[src/rtl/instruction_encoder_pkg.sv]
// RV32I encoder shared types and constants.
// Formats, NOP word and legal immediate bounds.
package instruction_encoder_pkg;

  typedef enum logic [2:0] {
    FMT_R = 3'd0,
    FMT_I = 3'd1,
    FMT_S = 3'd2,
    FMT_B = 3'd3,
    FMT_U = 3'd4,
    FMT_J = 3'd5
  } fmt_e;

  localparam logic [6:0] OP_IMM = 7'h13;

  localparam logic [31:0] NOP_INSTR = {25'd0, OP_IMM};

  localparam int IMM12_MIN = -2048;
  localparam int IMM12_MAX = 2047;
  localparam int IMM_B_MIN = -4096;
  localparam int IMM_B_MAX = 4094;
  localparam int IMM_J_MIN = -1048576;
  localparam int IMM_J_MAX = 1048574;

endpackage

[src/rtl/instruction_encoder_if.sv]
// Request and imem-write handshake bundle.
// master drives requests, slave is the encoder.
interface instruction_encoder_if #(
  parameter int ADDR_W = 10
);
  logic              in_valid;
  logic              in_ready;
  logic [2:0]        in_fmt;
  logic [6:0]        in_opcode;
  logic [4:0]        in_rd;
  logic [4:0]        in_rs1;
  logic [4:0]        in_rs2;
  logic [2:0]        in_funct3;
  logic [6:0]        in_funct7;
  logic [31:0]       in_imm;
  logic              out_valid;
  logic              out_ready;
  logic [31:0]       out_instr;
  logic [ADDR_W-1:0] out_addr;
  logic              out_err;

  modport master (
    output in_valid, in_fmt, in_opcode,
    output in_rd, in_rs1, in_rs2,
    output in_funct3, in_funct7, in_imm,
    output out_ready,
    input  in_ready,
    input  out_valid, out_instr,
    input  out_addr, out_err
  );

  modport slave (
    input  in_valid, in_fmt, in_opcode,
    input  in_rd, in_rs1, in_rs2,
    input  in_funct3, in_funct7, in_imm,
    input  out_ready,
    output in_ready,
    output out_valid, out_instr,
    output out_addr, out_err
  );
endinterface

[src/rtl/instruction_encoder_packer.sv]
// Combinational field packer: fields -> word.
// Bad immediate or format yields NOP with err.
module instruction_encoder_packer
  import instruction_encoder_pkg::*;
(
  input  logic [2:0]  i_fmt,
  input  logic [6:0]  i_opcode,
  input  logic [4:0]  i_rd,
  input  logic [4:0]  i_rs1,
  input  logic [4:0]  i_rs2,
  input  logic [2:0]  i_funct3,
  input  logic [6:0]  i_funct7,
  input  logic [31:0] i_imm,
  output logic [31:0] o_word,
  output logic        o_err
);

  logic signed [31:0] w_simm;
  logic               w_even;

  assign w_simm = $signed(i_imm);
  assign w_even = !i_imm[0];

  // Place immediate bits per format and range-check
  always_comb begin
    o_word = NOP_INSTR;
    o_err  = 1'b1;
    case (i_fmt)
      FMT_R: begin
        o_word = {i_funct7, i_rs2, i_rs1,
                  i_funct3, i_rd, i_opcode};
        o_err  = 1'b0;
      end
      FMT_I: begin
        o_word = {i_imm[11:0], i_rs1,
                  i_funct3, i_rd, i_opcode};
        o_err  = !(w_simm >= IMM12_MIN &&
                   w_simm <= IMM12_MAX);
      end
      FMT_S: begin
        o_word = {i_imm[11:5], i_rs2, i_rs1,
                  i_funct3, i_imm[4:0], i_opcode};
        o_err  = !(w_simm >= IMM12_MIN &&
                   w_simm <= IMM12_MAX);
      end
      FMT_B: begin
        o_word = {i_imm[12], i_imm[10:5], i_rs2,
                  i_rs1, i_funct3, i_imm[4:1],
                  i_imm[11], i_opcode};
        o_err  = !(w_even &&
                   w_simm >= IMM_B_MIN &&
                   w_simm <= IMM_B_MAX);
      end
      FMT_U: begin
        o_word = {i_imm[31:12], i_rd, i_opcode};
        o_err  = (i_imm[11:0] != 12'd0);
      end
      FMT_J: begin
        o_word = {i_imm[20], i_imm[10:1],
                  i_imm[11], i_imm[19:12],
                  i_rd, i_opcode};
        o_err  = !(w_even &&
                   w_simm >= IMM_J_MIN &&
                   w_simm <= IMM_J_MAX);
      end
      default: o_err = 1'b1;
    endcase
    if (o_err) o_word = NOP_INSTR;
  end

endmodule

[src/rtl/instruction_encoder.sv]
// Streaming RV32I encoder: 2-stage pipe into imem.
// Wrapping word address, saturating error count.
module instruction_encoder
  import instruction_encoder_pkg::*;
#(
  parameter int ADDR_W    = 10,
  parameter int BASE_ADDR = 0,
  parameter int CNT_W     = 8
) (
  input  logic               clk,
  input  logic               rst,
  input  logic               start,
  instruction_encoder_if.slave bus,
  output logic [CNT_W-1:0]   err_count
);

  localparam logic [ADDR_W-1:0] BASE =
    ADDR_W'(BASE_ADDR);
  localparam logic [CNT_W-1:0] CNT_MAX = '1;

  logic              w_a_ready;
  logic              w_b_ready;
  logic              w_hs;
  logic [31:0]       w_word;
  logic              w_err;
  logic              r_a_valid;
  logic              r_a_err;
  logic [31:0]       r_a_instr;
  logic              r_b_valid;
  logic              r_b_err;
  logic [31:0]       r_b_instr;
  logic [ADDR_W-1:0] r_addr;
  logic [CNT_W-1:0]  r_err_cnt;

  instruction_encoder_packer u_packer (
    .i_fmt    (bus.in_fmt),
    .i_opcode (bus.in_opcode),
    .i_rd     (bus.in_rd),
    .i_rs1    (bus.in_rs1),
    .i_rs2    (bus.in_rs2),
    .i_funct3 (bus.in_funct3),
    .i_funct7 (bus.in_funct7),
    .i_imm    (bus.in_imm),
    .o_word   (w_word),
    .o_err    (w_err)
  );

  assign w_b_ready = !r_b_valid || bus.out_ready;
  assign w_a_ready = !r_a_valid || w_b_ready;
  assign w_hs      = r_b_valid && bus.out_ready;

  assign bus.in_ready  = w_a_ready;
  assign bus.out_valid = r_b_valid;
  assign bus.out_instr = r_b_instr;
  assign bus.out_err   = r_b_err;
  assign bus.out_addr  = r_addr;
  assign err_count     = r_err_cnt;

  // Stage A: capture the packed word on accept
  always_ff @(posedge clk or posedge rst) begin
    if (rst) begin
      r_a_valid <= 1'b0;
      r_a_instr <= '0;
      r_a_err   <= 1'b0;
    end else if (w_a_ready) begin
      r_a_valid <= bus.in_valid;
      if (bus.in_valid) begin
        r_a_instr <= w_word;
        r_a_err   <= w_err;
      end
    end
  end

  // Stage B: output register, holds while stalled
  always_ff @(posedge clk or posedge rst) begin
    if (rst) begin
      r_b_valid <= 1'b0;
      r_b_instr <= '0;
      r_b_err   <= 1'b0;
    end else if (w_b_ready) begin
      r_b_valid <= r_a_valid;
      if (r_a_valid) begin
        r_b_instr <= r_a_instr;
        r_b_err   <= r_a_err;
      end
    end
  end

  // Word address: reload on start, step per handoff
  always_ff @(posedge clk or posedge rst) begin
    if (rst) begin
      r_addr <= BASE;
    end else if (start) begin
      r_addr <= BASE;
    end else if (w_hs) begin
      r_addr <= r_addr + 1'b1;
    end
  end

  // Count errored handoffs, saturating; start clears
  always_ff @(posedge clk or posedge rst) begin
    if (rst) begin
      r_err_cnt <= '0;
    end else if (start) begin
      r_err_cnt <= '0;
    end else if (w_hs && r_b_err &&
                 r_err_cnt != CNT_MAX) begin
      r_err_cnt <= r_err_cnt + 1'b1;
    end
  end

endmodule

[src/flat_wrapper.sv]
// flat-port wrapper written by rule: the top's interface ports become plain ports
module instruction_encoder_flat import instruction_encoder_pkg::*;
#(
  parameter int ADDR_W    = 10,
  parameter int BASE_ADDR = 0,
  parameter int CNT_W     = 8
)
  (clk, rst, start, err_count, bus_in_valid, bus_in_fmt, bus_in_opcode, bus_in_rd, bus_in_rs1, bus_in_rs2, bus_in_funct3, bus_in_funct7, bus_in_imm, bus_out_ready, bus_in_ready, bus_out_valid, bus_out_instr, bus_out_addr, bus_out_err);
  instruction_encoder_if #(.ADDR_W(ADDR_W)) bus_i ();
  input  logic clk;
  input  logic rst;
  input  logic start;
  output logic [CNT_W-1:0] err_count;
  input wire logic [$bits(bus_i.in_valid)-1:0] bus_in_valid;
  input wire logic [$bits(bus_i.in_fmt)-1:0] bus_in_fmt;
  input wire logic [$bits(bus_i.in_opcode)-1:0] bus_in_opcode;
  input wire logic [$bits(bus_i.in_rd)-1:0] bus_in_rd;
  input wire logic [$bits(bus_i.in_rs1)-1:0] bus_in_rs1;
  input wire logic [$bits(bus_i.in_rs2)-1:0] bus_in_rs2;
  input wire logic [$bits(bus_i.in_funct3)-1:0] bus_in_funct3;
  input wire logic [$bits(bus_i.in_funct7)-1:0] bus_in_funct7;
  input wire logic [$bits(bus_i.in_imm)-1:0] bus_in_imm;
  input wire logic [$bits(bus_i.out_ready)-1:0] bus_out_ready;
  output wire logic [$bits(bus_i.in_ready)-1:0] bus_in_ready;
  output wire logic [$bits(bus_i.out_valid)-1:0] bus_out_valid;
  output wire logic [$bits(bus_i.out_instr)-1:0] bus_out_instr;
  output wire logic [$bits(bus_i.out_addr)-1:0] bus_out_addr;
  output wire logic [$bits(bus_i.out_err)-1:0] bus_out_err;
  assign bus_i.in_valid = bus_in_valid;
  assign bus_i.in_fmt = bus_in_fmt;
  assign bus_i.in_opcode = bus_in_opcode;
  assign bus_i.in_rd = bus_in_rd;
  assign bus_i.in_rs1 = bus_in_rs1;
  assign bus_i.in_rs2 = bus_in_rs2;
  assign bus_i.in_funct3 = bus_in_funct3;
  assign bus_i.in_funct7 = bus_in_funct7;
  assign bus_i.in_imm = bus_in_imm;
  assign bus_i.out_ready = bus_out_ready;
  assign bus_in_ready = bus_i.in_ready;
  assign bus_out_valid = bus_i.out_valid;
  assign bus_out_instr = bus_i.out_instr;
  assign bus_out_addr = bus_i.out_addr;
  assign bus_out_err = bus_i.out_err;
  instruction_encoder #(.ADDR_W(ADDR_W), .BASE_ADDR(BASE_ADDR), .CNT_W(CNT_W)) u_core (.clk(clk), .rst(rst), .start(start), .bus(bus_i), .err_count(err_count));
endmodule
[config.mk]
export PLATFORM = sky130hd
export DESIGN_NAME = instruction_encoder_flat
export DESIGN_NICKNAME = d
export VERILOG_FILES = /design/src/rtl/instruction_encoder_pkg.sv /design/src/rtl/instruction_encoder_if.sv /design/src/rtl/instruction_encoder_packer.sv /design/src/rtl/instruction_encoder.sv /design/src/flat_wrapper.sv
export SDC_FILE = /design/constraint.sdc
export NUM_CORES = 1
export LEC_CHECK = 0
export ABC_AREA = 0
export BUFFER_PORTS_ARGS = -buffer_cell sky130_fd_sc_hd__buf_4
export CAP_MARGIN = 20
export CORE_MARGIN = 3
export CORE_UTILIZATION = 45
export CTS_CLUSTER_DIAMETER = 100
export DETAILED_ROUTE_END_ITERATION = 10
export GPL_TIMING_DRIVEN = 1
export PLACE_DENSITY = 0.74
export SETUP_SLACK_MARGIN = 0.4
export SLEW_MARGIN = 20
export SYNTH_ARGS = -nofsm -noshare
export SYNTH_HDL_FRONTEND = slang
export SYNTH_SLANG_ARGS = --single-unit
[constraint.sdc]
create_clock -name clk -period 2.6 [get_ports clk]
set_input_delay 0.39 -clock clk [delete_from_list [all_inputs] [get_ports clk]]
set_output_delay 0.39 -clock clk [all_outputs]
set_load 0.05 [all_outputs]
==> results of run 1 <==
[worst min-delay path by stage]
stage                              endpoint  slack (ns)  cells after the start
floorplan              u_core.r_a_instr[10]        0.45                      2
global placement       u_core.r_a_instr[13]        0.46                      2
detailed placement     u_core.bus.out_valid        0.47                      1
CTS                 u_core.bus.out_instr[0]        0.13                      2
global route        u_core.bus.out_instr[0]        0.17                      2
finish              u_core.bus.out_instr[0]        0.12                      2
[cell usage in the layout, fill, tap and decap left out, drive strengths merged, types with 4 or more instances in the layout]
cell type,synthesis,routed
nor2b,17,17
nor3,5,5
nand3,5,5
nand2,41,41
clkbuf,13,9
o22a,7,7
xnor2,8,8
dfrtp,86,86
o21ai,5,5
o31ai,29,29
a22oi,17,17
nor2,20,20
nand4,9,9
xor2,5,5
buf,12,134
nand2b,6,6
a21oi,19,19
nor4,9,9
mux2,36,36
a2bb2oi,4,4
inv,8,9
[cells by family after synthesis]
family	count (synthesis)	synth area share
XOR/XNOR	13	0.02642
adder cells (fa/ha/maj)	2	0.005805
AO/OA/AOI/OAI	91	0.1907
buffers and inverters	33	0.03832
flip-flops	86	0.4993
multiplexers	39	0.1010
AND/OR/NAND/NOR	121	0.1385
[critical path, stage by stage]
cell and delay [ns]:
sky130_fd_sc_hd__buf_4 0.09, sky130_fd_sc_hd__nand4_1 0.13, sky130_fd_sc_hd__nor4_1 0.44, sky130_fd_sc_hd__nand3b_1 0.16, sky130_fd_sc_hd__a41o_2 0.44, sky130_fd_sc_hd__buf_12 0.23, sky130_fd_sc_hd__o31ai_2 0.23
[metal layers]
layer	up-vias	share of wire	wire length (um)
li1	1649	-	-
met1	1672	0.45	4751
met2	136	0.47	4988
met4	0	0.019	199
met3	18	0.064	683
met5	-	0	0
[through the flow]
| step | worst slack, ns | instances | area (um2) | power [mW] | hold slack [ns] |
|---|---|---|---|---|---|
| 2_1_floorplan | 0.4768 | 385 | 4315 | 2.160 | 0.4531 |
| 3_3_place_gp | 0.4420 | 623 | 5373 | 2.475 | 0.4633 |
| 3_5_place_dp | 0.3880 | 623 | 5373 | 2.492 | 0.4713 |
| 4_1_cts | 0.7178 | 639 | 5569 | 3.421 | 0.1283 |
| 5_1_grt | 0.5559 | 639 | 5569 | 3.533 | 0.1664 |
| 6_report | 0.7207 | 639 | 5569 | 3.395 | 0.1199 |
[report_power, final]
group | switching (mW) | internal, mW | total [mW]
Sequential | 0.0755 | 1.46 | 1.53
Combinational | 0.579 | 0.348 | 0.927
Clock | 0.487 | 0.447 | 0.934
[final cells by class]
| class | instances | area [um2] |
|---|---|---|
| timing repair buffer | 134 | 1031 |
| multi-input combinational | 266 | 1993 |
| clock inverter | 7 | 72.57 |
| sequential | 86 | 2153 |
| inverter | 8 | 33.78 |
| fill | 796 | 3715 |
| clock buffer | 9 | 123.9 |
| tap | 129 | 161.4 |
[flip-flops by register name, summed over array words and instances (netlist names)]
signal and count:
u_core.bus.out_instr 32, u_core.r_a_instr 32, u_core.bus.out_addr 10, u_core.err_count 8, u_core.bus.out_err 1, u_core.bus.out_valid 1, u_core.r_a_err 1, u_core.r_a_valid 1
==> impl_metrics.yaml, run 1 <==
timing:
  setup-violations-final: 0
  max_clock_freq_mhz: 532.1
  hold_viol: 0
  slew_viol_final: 0
  finalCriticalPeriod_ns: 1.879
  finalSetupTns_ns: 0
  finalClockSkew_ns: 0.01081
  rsz_0062_raised_after_global_routing: "false"
  max_slew.worst_pin.slew_ns: 0.7415
  final.period_utilization: 0.7228
  maxSlewHeadroom: 0.5035
floorplanning:
  floorplan.initialDensity: 0.4643
  die_y_um: 103.9
  core_region_area_mm2: 0.009284
  die-area_mm2: 0.01079
  io_pins: 125
  die_width_um: 103.9
  num_rows: 35
worst_setup_path:
  setup.worst_path.end_class: "flop"
  timing.reg2reg.worst_path_depth: 6
  cp-startpoint: "bus_in_imm[24]"
  critical_path.endpoint: "u_core.r_a_instr[20]"
  reg2reg_setup_slack_ns: 0.72
  critical_path.reg2reg.endpoint: "u_core.r_a_instr[20]"
  cp.arrival_ns: 2.13
  worst-endpoint-required_ns: 2.85
  cp-start-kind: "input port"
  crit-reg2reg-launch: "u_core.bus.out_valid"
  crit_fanout: 21
  criticalPathCategory: "input port to flop"
place:
  portBuffers: 124
  finalWeightedCongestion: 0.8995
  place.detailed.hpwl_um: 8014
synth:
  post_synth_instance_area_mm2: 0.004310
  yosysWarningCount: 0
  syn_avg_cell_area_um2: 11.20
  synth.lib_cells_used.distinct: 39
  synth_seq_cells: 86
  ys_dominant_reg_cell: "sky130_fd_sc_hd__dfrtp_1"
  synth_cells: 385
  synth_top_cell_area_share: 0.4993
  share_of_async_settable_or_async_resettable_flops_after_synthesis: 1.000
  synth_edf_count: 0
  yosys-top-cells-count: "86 x sky130_fd_sc_hd__dfrtp_1, 41 x sky130_fd_sc_hd__nand2_1, 36 x sky130_fd_sc_hd__mux2_2, 27 x sky130_fd_sc_hd__o31ai_2, 20 x sky130_fd_sc_hd__nor2_1"
  synth_area_leaders: "sky130_fd_sc_hd__dfrtp_1 50%, sky130_fd_sc_hd__mux2_2 9.4%, sky130_fd_sc_hd__o31ai_2 7.8%"
  synth.yosys.seq_area_share: 0.4993
  postSynthNetCount: 459
  synth_most_common_cell: "sky130_fd_sc_hd__dfrtp_1"
  synth_top_area_cell: "sky130_fd_sc_hd__dfrtp_1"
global_routing:
  global_route.overflow_total: 0
  first_global_vias: 3447
  groute.layer.met3.usage: 0.04345
  grt_max_degree: 34
  grt_usage: 0.1977
  grt_util_met1: 0.2795
  global_route_wire_length_before_repair_um: 17470
  global_route.usage.met2: 0.3045
  grt_antenna_before_repair: 0
  global_route.peak_usage_layer: "met2"
clocking:
  cts_max_level: 3
  ctsResizeCount: 0
  cts_inserted_buffers: 9
  path_clk_slew_ns: 0.09
  numClockSinks: 86
  tritoncts: "done"
  number_of_setup_buffers_added_after_cts: 0
  cts_root_buffer: "sky130_fd_sc_hd__clkbuf_8"
  holdBufCountCts: 0
  clk-insertion-delay-late_ns: 0.35
  cts_max_path_buffers: 2
cells_and_area:
  final_core_utilization: 0.5999
  area_delta_synth_final_pct: 29.20
  drive_above_1_share: 0.4294
  number_of_diodes_added_for_antenna_fixing: 0
  final_nets: 579
detailed_routing:
  num_vias: 3475
  drt-initial-drc-count: 164
  firstDrtPassIters: 4
  post_drt_via_cell_ratio: 5.438
  remaining_drc_errors: 0
  antenna_violating_nets_post_route: 0
  finalWirelength_um: 10620
  wl_per_cell_um: 16.62
run:
  maxCapViolCount: 0
power_and_ir_drop:
  power.ir.vdd_worst_mv: 0.2584
  power_per_cell_area_mw_per_mm2: 609.7
  leakagePower_nw: 2.553
status:
  status: "completed"
min_path:
  holdCritPathClass: "input port to asynchronous set/reset pin"
Note: power is estimated with default switching activity, not from simulation.
==> run 2: changes to the inputs <==
clock period = 1.55 ns   (was 2.6 ns; I/O delays follow)
==> run 2 against run 1 <==
The flow now finishes with violations (negative setup slack). Non-clock buffer count rose by 108. Critical path type is now flop to flop. Global-route usage rose by 5.0 points. Power rose by 110%. Via count increased by 18%. Die area did not move. Hold slack got worse by 0.11 ns.
==> impl_metrics.yaml, run 2 (same netlist as run 1, synthesis figures left out) <==
status:
  status: "complete, but fails checks"
  violations: "negative setup slack"
detailed_routing:
  dr_wl_met3_um: 693
  drt-initial-drc-count: 283
  post_drt_via_cell_ratio: 5.472
  wl_per_cell_um: 18.57
  finalWirelength_um: 13890
  antenna_violating_nets_post_route: 0
  top_layer_used: "met4"
  wl_met2_um: 7441
  firstDrtPassIters: 5
  remaining_drc_errors: 0
  num_vias: 4093
  detail_route.wirelength.met1_um: 5504
cells_and_area:
  area_delta_synth_final_pct: 71.49
  number_of_diodes_added_for_antenna_fixing: 0
  drive_above_1_share: 0.5913
  final_common_cell: "sky130_fd_sc_hd__buf_4"
  mostFrequentLayoutCells: "157 x sky130_fd_sc_hd__buf_4, 72 x sky130_fd_sc_hd__dfrtp_1, 56 x sky130_fd_sc_hd__buf_6"
  final_nets: 688
  layout.filler_cells: 509
  final_core_utilization: 0.7962
place:
  place.detailed.hpwl_um: 8214
  finalWeightedCongestion: 0.8297
  portBuffers: 124
worst_setup_path:
  cp.buffers_inverters: 1
  slowest_stage: "sky130_fd_sc_hd__dfrtp_2"
  crit_fanout: 8
  worst-endpoint-required_ns: 1.80
  setup.worst_path.end_class: "flop"
  crit-reg2reg-launch: "u_core.bus.out_valid"
  path_delay_family: "compound AO/OA/AOI/OAI gates"
  timing.critical_path.cells: "nand3b_1, nand2_2, a31o_1, a41o_4, buf_6, o31ai_4"
  critical-path-max-stage-delay_ns: 0.42
  cp-startpoint: "u_core.bus.out_valid"
  cp-start-kind: "flop"
  criticalPathCategory: "flop to flop"
  cp.arrival_ns: 1.89
  reg2reg_setup_slack_ns: -0.1
timing:
  slew_viol_final: 0
  maxSlewHeadroom: 0.6895
  final.period_utilization: 1.062
  max_slew.worst_pin.slew_ns: 0.4658
  finalSetupTns_ns: -1.983
  setup-violations-final: 40
  setup_ws_ns: -0.09615
  max_clock_freq_mhz: 607.5
  finalCriticalPeriod_ns: 1.646
  finalClockSkew_ns: 0.01039
  hold_viol: 0
  rsz_0062_raised_after_global_routing: "true"
power_and_ir_drop:
  leakagePower_nw: 3.443
  power_per_cell_area_mw_per_mm2: 943.0
  power.ir.vdd_worst_mv: 0.4354
global_routing:
  global_route_wire_length_before_repair_um: 21720
  grt_usage: 0.2480
  grt_max_degree: 87
  global_route.overflow_total: 0
  grt_antenna_before_repair: 0
  first_global_vias: 4314
floorplanning:
  num_rows: 35
  die-area_mm2: 0.01079
  die_width_um: 103.9
  io_pins: 125
  die_y_um: 103.9
  core_region_area_mm2: 0.009284
  floorplan.initialDensity: 0.4643
run:
  maxCapViolCount: 0
clocking:
  holdBufCountCts: 0
  cts_max_path_buffers: 2
  cts_max_level: 3
  cts_root_buffer: "sky130_fd_sc_hd__clkbuf_8"
  numClockSinks: 86
  cts_inserted_buffers: 9
  clk-insertion-delay-late_ns: 0.35
  tritoncts: "done"
  path_clk_slew_ns: 0.09
min_path:
  holdCritPathClass: "input port to asynchronous set/reset pin"
-- run 2: final cells by class --
type | count | area, um2 | area share
Inverter | 8 | 33.78 | 0.004570
Sequential cell | 86 | 2170 | 0.2935
Clock buffer | 10 | 127.6 | 0.01726
Multi-Input combinational cell | 267 | 2409 | 0.3258
Timing Repair Buffer | 242 | 2357 | 0.3189
Clock inverter | 6 | 133.9 | 0.01811
Tap cell | 129 | 161.4 | 0.02183
-- run 2: routing by layer --
| layer | GRT usage | vias up |
|---|---|---|
| met4 | 0.07692 | 0 |
| met3 | 0.04407 | 20 |
| li1 | - | 1875 |
| met2 | 0.4290 | 157 |
| met5 | 0 | - |
| met1 | 0.3175 | 2041 |
-- run 2: stage by stage --
step / power, mW / worst slack, ns / hold WS, ns / area (um2) / std cells
after floorplan: 3.741 / -0.5024 / 0.3409 / 4529 / 385
after CTS: 6.826 / -0.03791 / 0.01367 / 7131 / 734
after global placement: 4.369 / -0.4728 / 0.3984 / 5964 / 672
after detailed placement: 4.404 / -0.4689 / 0.4014 / 5964 / 672
final: 6.971 / -0.09615 / 0.009592 / 7392 / 748
after global routing: 7.226 / -0.2026 / 0.04489 / 7392 / 748
-- run 2: worst paths after layout --
check	to	cells past startpoint
min in group clk	u_core.r_a_valid	2
worst max-delay path	u_core.r_a_instr[10]	6
worst min-delay path	u_core.bus.out_instr[24]	3
worst max register to register	u_core.r_a_instr[10]	6
worst min register to register	u_core.r_a_instr[25]	2
max in group asynchronous	u_core.bus.out_addr[3]	3
-- run 2: repair_timing --
action,CTS,global route
cloned,6,0
hold endpoints to repair,0,0
resized for setup,108,25
pin swaps,28,13
endpoints found under the setup margin,137,137
setup buffers,40,14
-- run 2: tightest hold or removal path: stages --
cell	delay (ns)
sky130_fd_sc_hd__buf_4	0.12
sky130_fd_sc_hd__clkinvlp_4	0.07
sky130_fd_sc_hd__buf_12	0.37
-- run 2: power by group --
| group | internal, mW | switching, mW | leakage [nW] |
|---|---|---|---|
| registers | 2.45 | 0.157 | 1.12 |
| clock network | 1.24 | 0.824 | 0.130 |
| logic | 1.13 | 1.17 | 2.20 |
